<file path="src/rtl/sdiv_2c_seq_pkg.sv">
// sdiv_pkg: shared types and constants for the sequential signed divider.
package sdiv_pkg;
    typedef enum logic [1:0] {IDLE, CALC, FIX, DONE} state_t;
    localparam int SDIV_W = 4;
    localparam logic DBZ_Q_FILL = 1'b1;
    function automatic int cnt_w(input int w);
        return (w < 2) ? 1 : $clog2(w);
    endfunction
    localparam int SDIV_CW = cnt_w(SDIV_W);
endpackage

</file>
<file path="src/rtl/sdiv_2c_seq_neg_2c.sv">
// neg_2c: conditional two's-complement negate.
module neg_2c #(
    parameter int W = 4
) (
    input  logic [W-1:0] src,
    input  logic         neg,
    output logic [W-1:0] res
);
    always_comb res = neg ? ~src + W'(1) : src;
endmodule

</file>
<file path="src/rtl/sdiv_2c_seq.sv">
// sdiv_2c_seq: signed restoring divider, one quotient bit per clock, then sign fix-up.
module sdiv_2c_seq
    import sdiv_pkg::*;
#(
    parameter int W = SDIV_W
) (
    input  logic         clk,
    input  logic         rst_n,
    input  logic         start,
    input  logic [W-1:0] dividend,
    input  logic [W-1:0] divisor,
    output logic         ready,
    output logic         busy,
    output logic         done,
    output logic [W-1:0] quotient,
    output logic [W-1:0] remainder,
    output logic         div_by_zero,
    output logic         overflow
);
    localparam int CW = cnt_w(W);
    state_t        state;
    logic [CW-1:0] cnt;
    logic [W-1:0]  a, r, dd_abs, dv_abs, q_fix, r_fix, diff;
    logic [W:0]    b, rs;
    logic          sign_q, sign_r, dbz_p, ovf_p, borrow;
    // W-bit negate of the most-negative value reads back as 2^(W-1) unsigned.
    neg_2c #(.W(W)) u_abs_dd (.src(dividend), .neg(dividend[W-1]), .res(dd_abs));
    neg_2c #(.W(W)) u_abs_dv (.src(divisor),  .neg(divisor[W-1]),  .res(dv_abs));
    neg_2c #(.W(W)) u_fix_q  (.src(a),        .neg(sign_q),        .res(q_fix));
    neg_2c #(.W(W)) u_fix_r  (.src(r),        .neg(sign_r),        .res(r_fix));
    assign rs     = {r, a[W-1]};
    assign borrow = rs < b;
    assign diff   = W'(rs - b);
    always_ff @(posedge clk or negedge rst_n) begin
        if (!rst_n) begin
            state       <= IDLE;
            cnt         <= '0;
            a           <= '0;
            b           <= '0;
            r           <= '0;
            sign_q      <= 1'b0;
            sign_r      <= 1'b0;
            dbz_p       <= 1'b0;
            ovf_p       <= 1'b0;
            ready       <= 1'b1;
            busy        <= 1'b0;
            done        <= 1'b0;
            quotient    <= '0;
            remainder   <= '0;
            div_by_zero <= 1'b0;
            overflow    <= 1'b0;
        end else begin
            case (state)
                IDLE: if (start) begin
                    state  <= CALC;
                    cnt    <= CW'(W - 1);
                    a      <= dd_abs;
                    b      <= {1'b0, dv_abs};
                    r      <= '0;
                    sign_q <= dividend[W-1] ^ divisor[W-1];
                    sign_r <= dividend[W-1];
                    dbz_p  <= divisor == '0;
                    ovf_p  <= (dividend == {1'b1, {(W-1){1'b0}}}) && (divisor == '1);
                    ready  <= 1'b0;
                    busy   <= 1'b1;
                end
                CALC: begin
                    // Quotient bits fill a from the LSB as dividend bits leave the MSB.
                    r     <= borrow ? rs[W-1:0] : diff;
                    a     <= {a[W-2:0], ~borrow};
                    cnt   <= cnt - CW'(1);
                    state <= (cnt == '0) ? FIX : CALC;
                end
                FIX: begin
                    quotient    <= dbz_p ? {W{DBZ_Q_FILL}} : q_fix;
                    remainder   <= r_fix;
                    div_by_zero <= dbz_p;
                    overflow    <= ovf_p;
                    busy        <= 1'b0;
                    done        <= 1'b1;
                    state       <= DONE;
                end
                default: begin
                    done  <= 1'b0;
                    ready <= 1'b1;
                    state <= IDLE;
                end
            endcase
        end
    end
endmodule
</file>
<file path="config.mk">
export PLATFORM = sky130hd
export DESIGN_NAME = sdiv_2c_seq
export DESIGN_NICKNAME = d
export VERILOG_FILES = /design/src/rtl/sdiv_2c_seq_pkg.sv /design/src/rtl/sdiv_2c_seq_neg_2c.sv /design/src/rtl/sdiv_2c_seq.sv
export SDC_FILE = /design/constraint.sdc
export NUM_CORES = 1
export LEC_CHECK = 0
export ABC_AREA = 1
export CAP_MARGIN = 15
export CORE_MARGIN = 5
export CORE_UTILIZATION = 55
export CTS_CLUSTER_SIZE = 10
export DETAILED_ROUTE_END_ITERATION = 10
export PLACE_DENSITY = 0.79
export SLEW_MARGIN = 20
export SYNTH_ARGS = -nofsm -noshare
export SYNTH_HDL_FRONTEND = slang
export SYNTH_HIERARCHICAL = 1
export SYNTH_SLANG_ARGS = --single-unit
</file>
<file path="constraint.sdc">
create_clock -name clk -period 2 [get_ports clk]
set_clock_uncertainty 0.2 [all_clocks]
set_input_delay 0.3 -clock clk [delete_from_list [all_inputs] [get_ports clk]]
set_output_delay 0.3 -clock clk [all_outputs]
set_load 0.02 [all_outputs]
</file>
Yosys cells after proc, flatten, opt, wreduce, memory -nomap -nowiden:

Index checks and enable logic that the tools add are counted.

* register bits after elaboration: 33
* latch bits: 0
* bits in writable memories: 0
* memory bits (read-only): 0
* bits of input ports: 11
* output and inout bits: 13
* logic and storage cells: 67
* memories: 0

* $add $sub $neg: 6
* $mul: 0
* divide/modulo/power cells: 0
* $lt $le $gt $ge: 1
* equal/unequal tests: 5
* shift-type cells: 0
* multiplexer cells: 20
* bitwise logic cells: 7
* reduce and logical (&&, ||, !) cells: 12

Operator list (number)
* 2-to-1 mux 4 bit: 8
* adder 4 x 1 -> 4 bit (second input constant): 4
* inverter 4 bit: 4
* case mux 4 bit (2 select lines): 2
* equality test 4 bit (second input constant): 2
* AND reduction 2 bit: 4
* 2-to-1 mux 2 bit: 3
* case mux 1 bit (2 select lines): 3
* case mux 2 bit (3 select lines): 1
* < comparator 5 x 4 -> 1 bit: 1
* zero test 2 bit: 2
* zero test 4 bit: 1
* case mux 2 bit (2 select lines): 1
* nonzero test 2 bit: 2
* OR reduction 2 bit: 2
* subtractor 4 bit: 1
* equality test 2 x 1 -> 1 bit (second input constant): 1
* equality test 2 bit (second input constant): 1
* 2-to-1 mux 1 bit: 2
* inequality test 2 bit (second input constant): 1
* inverter 1 bit: 2
* subtractor 2 x 1 -> 2 bit (second input constant): 1
* logical AND 1 bit: 1
* bitwise XOR 1 bit: 1

Depth between registers and ports, before layout:

Gate-level depths: netlist (run 1).

* depth after elaboration: 5
* mapped depth: 9
* depth with buffers taken out: 9

Modules after synthesis:

The synthesis (run 1) kept the hierarchy.

Modules (own cells, without submodules)
* sdiv_2c_seq: times used 1, cells each 193, area an instance 1645.3 um^2, sequential area each 827.0 um^2
* neg_2c: times used 4, cells each 17, area an instance 83.8 um^2, sequential area each 0.0 um^2

Worst setup path before layout (run 1):

Ideal clock, no wire load.

* kind: flip-flop to flip-flop
* start point: register a[3]
* end point: register r[2]
* library setup time: 0.117 ns
* arrival: 1.259 ns
* data required time: 1.683 ns
* setup slack: 0.424 ns
* cell stages (with the launch flop): 8
* path buffers: 0
* period minus slack after synthesis: 1.576 ns
* cells stage by stage: dfrtp_1 inv_1 ha_1 fa_1 xor2_1 nand2_1 nand3_1 nand2_1

* longest elaborated chain between the ends: 3
* elaborated cells on any way between the ends: 4
* those cells by class: add/sub (1); order compare (1); mux (2)

Ends and longest elaborated chain
* start: declaration: RTL line sdiv_2c_seq.sv:23 `logic [W-1:0] a, r, dd_abs, dv_abs, q_fix, r_fix, diff;`
* start signal: assignment: RTL line sdiv_2c_seq.sv:57 `a <= dd_abs;`
* start signal: assignment: RTL line sdiv_2c_seq.sv:70 `a <= {a[W-2:0], ~borrow};`
* subtractor 4 bit / < comparator 5 x 4 -> 1 bit (equally long branches): RTL line sdiv_2c_seq.sv:33, sdiv_2c_seq.sv:32
* 2-to-1 mux 4 bit (*): RTL line sdiv_2c_seq.sv:69 `r <= borrow ? rs[W-1:0] : diff;`
* case mux 4 bit (2 select lines) (*): RTL line sdiv_2c_seq.sv:53 `case (state)`
* end signal: assignment: RTL line sdiv_2c_seq.sv:69
* end: declaration: RTL line sdiv_2c_seq.sv:23

Mark *: on every way between the ends. The rest lies on a longest branch, timed or not.
A chain may end at the register's enable or synchronous reset.

Worst setup path in the final report (run 1):

* start point: register ready
* end point: output ready

RTL lines
* start: declaration: RTL line sdiv_2c_seq.sv:12 `output logic ready,`
* start signal: assignment: RTL line sdiv_2c_seq.sv:45 `ready <= 1'b1;`
* start signal: assignment: RTL line sdiv_2c_seq.sv:64 `ready <= 1'b0;`
* start signal: assignment: RTL line sdiv_2c_seq.sv:85 `ready <= 1'b1;`

No word-level cell between the ends.

==> results of run 1 <==
-- flip-flops by register name, summed over array words and instances (netlist names), 2 cells and up --
| register | count |
|---|---|
| cnt | 2 |
| state | 2 |
| quotient | 4 |
| a | 4 |
| b | 4 |
| remainder | 4 |
| r | 4 |
-- path summary, 6_finish.rpt --
check	from	end	slack, ps	depth (start not counted)
max	ready	ready	40	1
min	rst_n	done	170	2
max reg2reg	state[1]	a[0]	270	7
min reg2reg	remainder[2]	remainder[2]	280	2
max in group asynchronous	rst_n	ready	1110	2
min in group clk	remainder[2]	remainder[2]	280	2
-- cells by family after synthesis --
logic type                 synth area share
and+or+nand+nor                       0.262
adders and majority gates            0.0922
xor gates and xnor gates             0.0265
DFF                                   0.418
buffers and inverters                 0.112
AOI/OAI and AO/OA                    0.0891
-- report_power, final --
part | switching (uW) | internal (uW) | total (uW)
registers | 231 | 979 | 1210
clock network | 224 | 134 | 358
logic | 1220 | 827 | 2050
-- Yosys cell counts --
library cell | count | share of area
nand3_2 | 1 | 0.0051
a21oi_1 | 3 | 0.0076
ha_1 | 13 | 0.082
o41ai_2 | 1 | 0.0082
clkinv_4 | 1 | 0.0044
nand3_1 | 10 | 0.025
fa_1 | 1 | 0.010
nor3_1 | 3 | 0.0076
inv_2 | 3 | 0.0057
nand2_2 | 1 | 0.0032
inv_1 | 44 | 0.083
xnor2_1 | 1 | 0.0044
o211ai_1 | 1 | 0.0038
xor2_1 | 5 | 0.022
o21ai_0 | 21 | 0.053
o22ai_1 | 2 | 0.0063
a22oi_1 | 1 | 0.0038
nand2_1 | 90 | 0.17
nor4_1 | 1 | 0.0032
nand2_4 | 3 | 0.017
dfstp_2 | 1 | 0.013
dfrtp_1 | 32 | 0.40
clkbuf_1 | 2 | 0.0038
buf_4 | 4 | 0.015
a31oi_1 | 2 | 0.0063
nor2_1 | 11 | 0.021
nand4_1 | 3 | 0.0095
-- layout make-up --
class	count	area, um2	area share
multi-input cells	174	931	0.405
inverters	48	185	0.0806
repair buffers	25	245	0.107
well taps	46	57.6	0.0251
flip-flops and latches	33	827	0.360
clock buffers	6	41.3	0.0180
clock inverters	2	10.0	0.00436
-- worst register-to-register path, delay by kind of cell, from the launching register on --
kind | cells | cell delay, ps
DFF | 1 | 430
buffers and inverters | 2 | 230
adders and majority gates | 1 | 310
AOI/OAI and AO/OA | 2 | 260
and+or+nand+nor | 2 | 190
-- cells in the final DEF, fill, tap and decap left out, types with 5 or more instances in the layout --
cell,netlist,final
nor2_1,11,11
nand2_1,90,90
xor2_1,5,5
nand3_1,10,10
ha_1,13,13
dfrtp_1,32,32
o21ai_0,21,21
clkdlybuf4s50_1,0,23
inv_1,44,44
clkbuf_4,0,5
-- through the flow --
step	std cells	hold WS, ps	power (uW)	util
floorplan	261	-196	2730	-
global placement	326	252	3230	0.658
detailed placement	326	259	3290	0.658
CTS	334	167	3660	0.673
global route	334	185	4040	0.673
finish	334	166	3620	0.673
-- layer usage --
metal / up-vias / wire, um
li1: 867 / -
met5: - / 0
met4: 0 / 58
met3: 5 / 216
met1: 664 / 1700
met2: 38 / 1570
==> flow_summary_export.csv, run 1 <==
group,metric,value,unit
synth,synth.yosys.seq_area_share,0.418,
critical_path,worstPathCellList,"clkdlybuf4s50_1",
clocking,cts.htree.levels,2,
timing,tightest_slew,402,ps
timing,timing.setup.tns,0,ps
critical_path,critical-path-top-delay-family,"buffers and inverters",
min_path,timing.hold.worst.class,"input port to async pin",
routing,route.detailed.drc,0,
placement,routabilityCongestion,0.820,
cells_and_area,antennaDiodeCount,0,
floorplan,design.portCount,24,
placement,hpwl_after_dpl,2800,um
timing,max-slew-margin-rel,0.732,
synth,mappedNetlistArea,1980,um2
clocking,cts_buffer_depth,2,
floorplan,design.die.area,4900,um2
floorplan,placementRows,21,
cells_and_area,design.final.nets,312,
global_route,grtUsageMet2,0.276,
clocking,postCtsResizedCells,0,
timing,setup_ws,39.7,ps
cells_and_area,final_layout_size_suffix_gt1_frac,0.0694,
global_route,grt_antenna_before_repair,0,
timing,final_max_slew_viol_count,0,
synth,synth.lib_cells_used.distinct,27,
synth,synth.avg_cell_area,7.59,um2
cells_and_area,final_instance_area,2300,um2
floorplan,fp.dieW,70.0,um
critical_path,critical_path.startpoint_type,"flip-flop",
routing,drt.antenna.violating_nets,0,
critical_path,critical_path_arrival,1460,ps
routing,via_per_inst,4.71,
timing,setup_viol_count_final,0,
routing,wire_per_inst,10.6,um
pwr,power.density,1570,nW/um2
timing,period_share,0.980,
timing,maxClockFrequency,0.510,GHz
floorplan,die_h,70.0,um
clocking,tritoncts,"yes",
run,max_cap_viol_count,0,
clocking,path_clk_slew,100,ps
global_route,grt_first_pass_wirelength,6630,um
clocking,cts_buffer_count,5,
pwr,power.leakage,0.00126,uW
cells_and_area,nFillCells,293,
critical_path,worstPathBufferInverterCount,1,
critical_path,critPathRequiredTime,1500,ps
global_route,track_usage,0.167,
routing,vias,1574,
global_route,grt_met3_usage,0.0531,
global_route,first_global_vias,1575,
synth,yosys_warnings,6,
synth,syn_nets,286,
clocking,clk-insertion-delay-late,330,ps
critical_path,timing.critical_path.to_type,"primary output",
global_route,global_route.overflow_total,0,
pwr,peakVddDrop,0.860,mV
cells_and_area,synthToLayoutAreaGrowth,16.0,%
clocking,cts.repair_timing.setup_buffer_count,0,
floorplan,core_region_area,3420,um2
routing,drt_iter0_drc,67,
clocking,cts_hold_repair.buffers,0,
critical_path,timing.setup.critical_path_class,"flip-flop to primary output",
synth,synth_seq_cells,33,
global_route,globalRouteMet1Util,0.201,
routing,detailedRoute.firstPassIterationCount,4,
critical_path,slowest_stage,"clkdlybuf4s50_1",
global_route,grt_max_degree,34,
synth,syn_inst,261,
critical_path,cpPeakStageDelay,600,ps
routing,routed_wl,3550,um
floorplan,starting_density_of_the_core,0.580,
global_route,grt-busiest-layer,"met2",
placement,port_buffers,23,
critical_path,critical_path.max_fanout,2,
outcome,run_status,"finished, final reports clean",
placement,placed_cell_area,2250,um2
clocking,cts_num_sinks,33,
timing,rsz0062_at_grt,"no",
placement,dpl_worst_slack,174,ps
timing,final-hold-violation-count,0,
timing,layout_min_cycle_time,1960,ps
clocking,cts-root-buf,"clkbuf_4",
Power figures use the tool's default switching activity.
==> inputs of run 2 (changes only) <==
- TNS_END_PERCENT: default -> 20
==> results of run 2 <==
Final layout, timing and power as in run 1 (identical DEF).
==> inputs of run 3 (changes only) <==
==> constraint.sdc (replaced) <==
create_clock -name clk -period 2 [get_ports clk]
set_clock_uncertainty 0.2 [all_clocks]
set_input_delay 0.6 -clock clk [delete_from_list [all_inputs] [get_ports clk]]
set_output_delay 0.6 -clock clk [all_outputs]
set_load 0.02 [all_outputs]
==> run 3 against run 2 <==
Largest cell class unchanged. Sequential power about the same. Power is 1.1% lower. Design area grew 2.0%. Highest routed layer unchanged. Die area stayed put.
==> flow_summary_export.csv, run 3 (same netlist as run 1, synthesis figures left out) <==
group,metric,value,unit
outcome,run_status,"finished, final reports clean",
routing,drt_iter0_drc,62,
timing,setup_ws,156,ps
cells_and_area,antennaDiodeCount,0,
placement,placed_cell_area,2310,um2
clocking,cts.htree.levels,2,
timing,final-hold-violation-count,0,
timing,final_max_slew_viol_count,0,
floorplan,placementRows,21,
timing,timing.setup.tns,0,ps
critical_path,worstPathCellList,"dlygate4sd2_1",
floorplan,design.die.area,4900,um2
cells_and_area,mostFrequentLayoutCell,"nand2_1",
floorplan,starting_density_of_the_core,0.580,
placement,hpwl_after_dpl,2870,um
global_route,grt_antenna_before_repair,0,
floorplan,design.portCount,24,
timing,layout_min_cycle_time,1840,ps
global_route,global_route.overflow_total,0,
critical_path,critical_path_arrival,1040,ps
pwr,power.leakage,0.00133,uW
clocking,cts.repair_timing.setup_buffer_count,0,
routing,wire_per_inst,10.7,um
routing,drt.antenna.violating_nets,0,
timing,rsz0062_at_grt,"no",
clocking,cts_buffer_count,5,
critical_path,critical_path.startpoint_type,"flip-flop",
timing,maxClockFrequency,0.542,GHz
placement,port_buffers,23,
critical_path,critical_path.max_fanout,2,
critical_path,slowest_stage,"dfrtp_1",
critical_path,worstPathBufferInverterCount,1,
clocking,tritoncts,"yes",
cells_and_area,nFillCells,302,
floorplan,die_h,70.0,um
clocking,cts_buffer_depth,2,
placement,dpl_worst_slack,-121,ps
clocking,clk-insertion-delay-late,330,ps
pwr,power.density,1530,nW/um2
critical_path,timing.critical_path.to_type,"primary output",
pwr,power.total,3580,uW
run,max_cap_viol_count,0,
floorplan,fp.dieW,70.0,um
global_route,grt_max_degree,34,
critical_path,critical-path-top-delay-family,"flip-flops",
critical_path,cpPeakStageDelay,390,ps
global_route,first_global_vias,1597,
clocking,cts_num_sinks,33,
clocking,cts-root-buf,"clkbuf_4",
routing,routed_wl,3650,um
timing,hold_ws,271,ps
cells_and_area,final_instance_area,2340,um2
pwr,peakVddDrop,0.852,mV
placement,routabilityCongestion,0.807,
cells_and_area,final_layout_size_suffix_gt1_frac,0.0949,
global_route,grt_first_pass_wirelength,6760,um
min_path,timing.hold.worst.class,"flip-flop to flip-flop",
routing,route.detailed.drc,0,
floorplan,core_region_area,3420,um2
clocking,path_clk_slew,100,ps
timing,period_share,0.922,
global_route,track_usage,0.170,
cells_and_area,synthToLayoutAreaGrowth,18.3,%
timing,tightest_slew,373,ps
critical_path,timing.setup.critical_path_class,"flip-flop to primary output",
timing,max-slew-margin-rel,0.751,
critical_path,critPathRequiredTime,1200,ps
routing,via_per_inst,4.77,
routing,vias,1628,
cells_and_area,layout_common_cells,"nand2_1, inv_1, dfrtp_1",
routing,detailedRoute.firstPassIterationCount,4,
timing,setup_viol_count_final,0,
cells_and_area,design.final.nets,319,
[run 3: timing repair]
item,CTS,global route
setup endpoints to repair,13,1
gates resized for setup,14,1
hold buffers,0,0
[run 3: final timing paths]
kind                                 to         start  cells after the start  slack, ps
setup / recovery                   done          done                      1        160
hold / removal             remainder[2]  remainder[2]                      2        270
setup reg to reg                   r[1]          r[2]                      8        220
hold reg to reg            remainder[2]  remainder[2]                      2        270
max in group asynchronous         ready         rst_n                      2        920
min in group asynchronous   quotient[1]         rst_n                      2        430
[run 3: stage by stage]
step / utilization / instances
after floorplan: - / 261
after global placement: 0.677 / 333
after detailed placement: 0.677 / 333
after CTS: 0.687 / 341
after global routing: 0.686 / 341
final: 0.686 / 341
[run 3: worst reg2reg max path, cell delays in order, from the launching register on]
cell	delay [ps]
dfrtp_1	450
ha_1	340
inv_1	50
nor2_1	130
nand3_1	200
nand3_2	150
nand2_1	60
nand3_1	70
nand2_1	50
[run 3: metal layers]
layer  up-vias  global-route usage  share of wire
li1        874                   -              -
met3         4              0.0445          0.065
met5         -                   0              0
met1       711               0.206           0.46
met2        39               0.286           0.46
met4         0              0.0702          0.014
[run 3: final cells by class]
type / count / area, um2 / share of cell area
Inverter: 48 / 185 / 0.0791
Timing Repair Buffer: 32 / 290 / 0.124
Tap cell: 46 / 57.6 / 0.0246
Clock buffer: 6 / 41.3 / 0.0176
Sequential cell: 33 / 827 / 0.353
Multi-Input combinational cell: 174 / 931 / 0.397
Clock inverter: 2 / 10.0 / 0.00427
[run 3: report_power, final]
group	leakage (uW)	internal [uW]	switching (uW)
Sequential	0.000409	979	227
Clock	0.0000320	134	224
Combinational	0.000891	759	1250
Total	0.00133	1870	1700
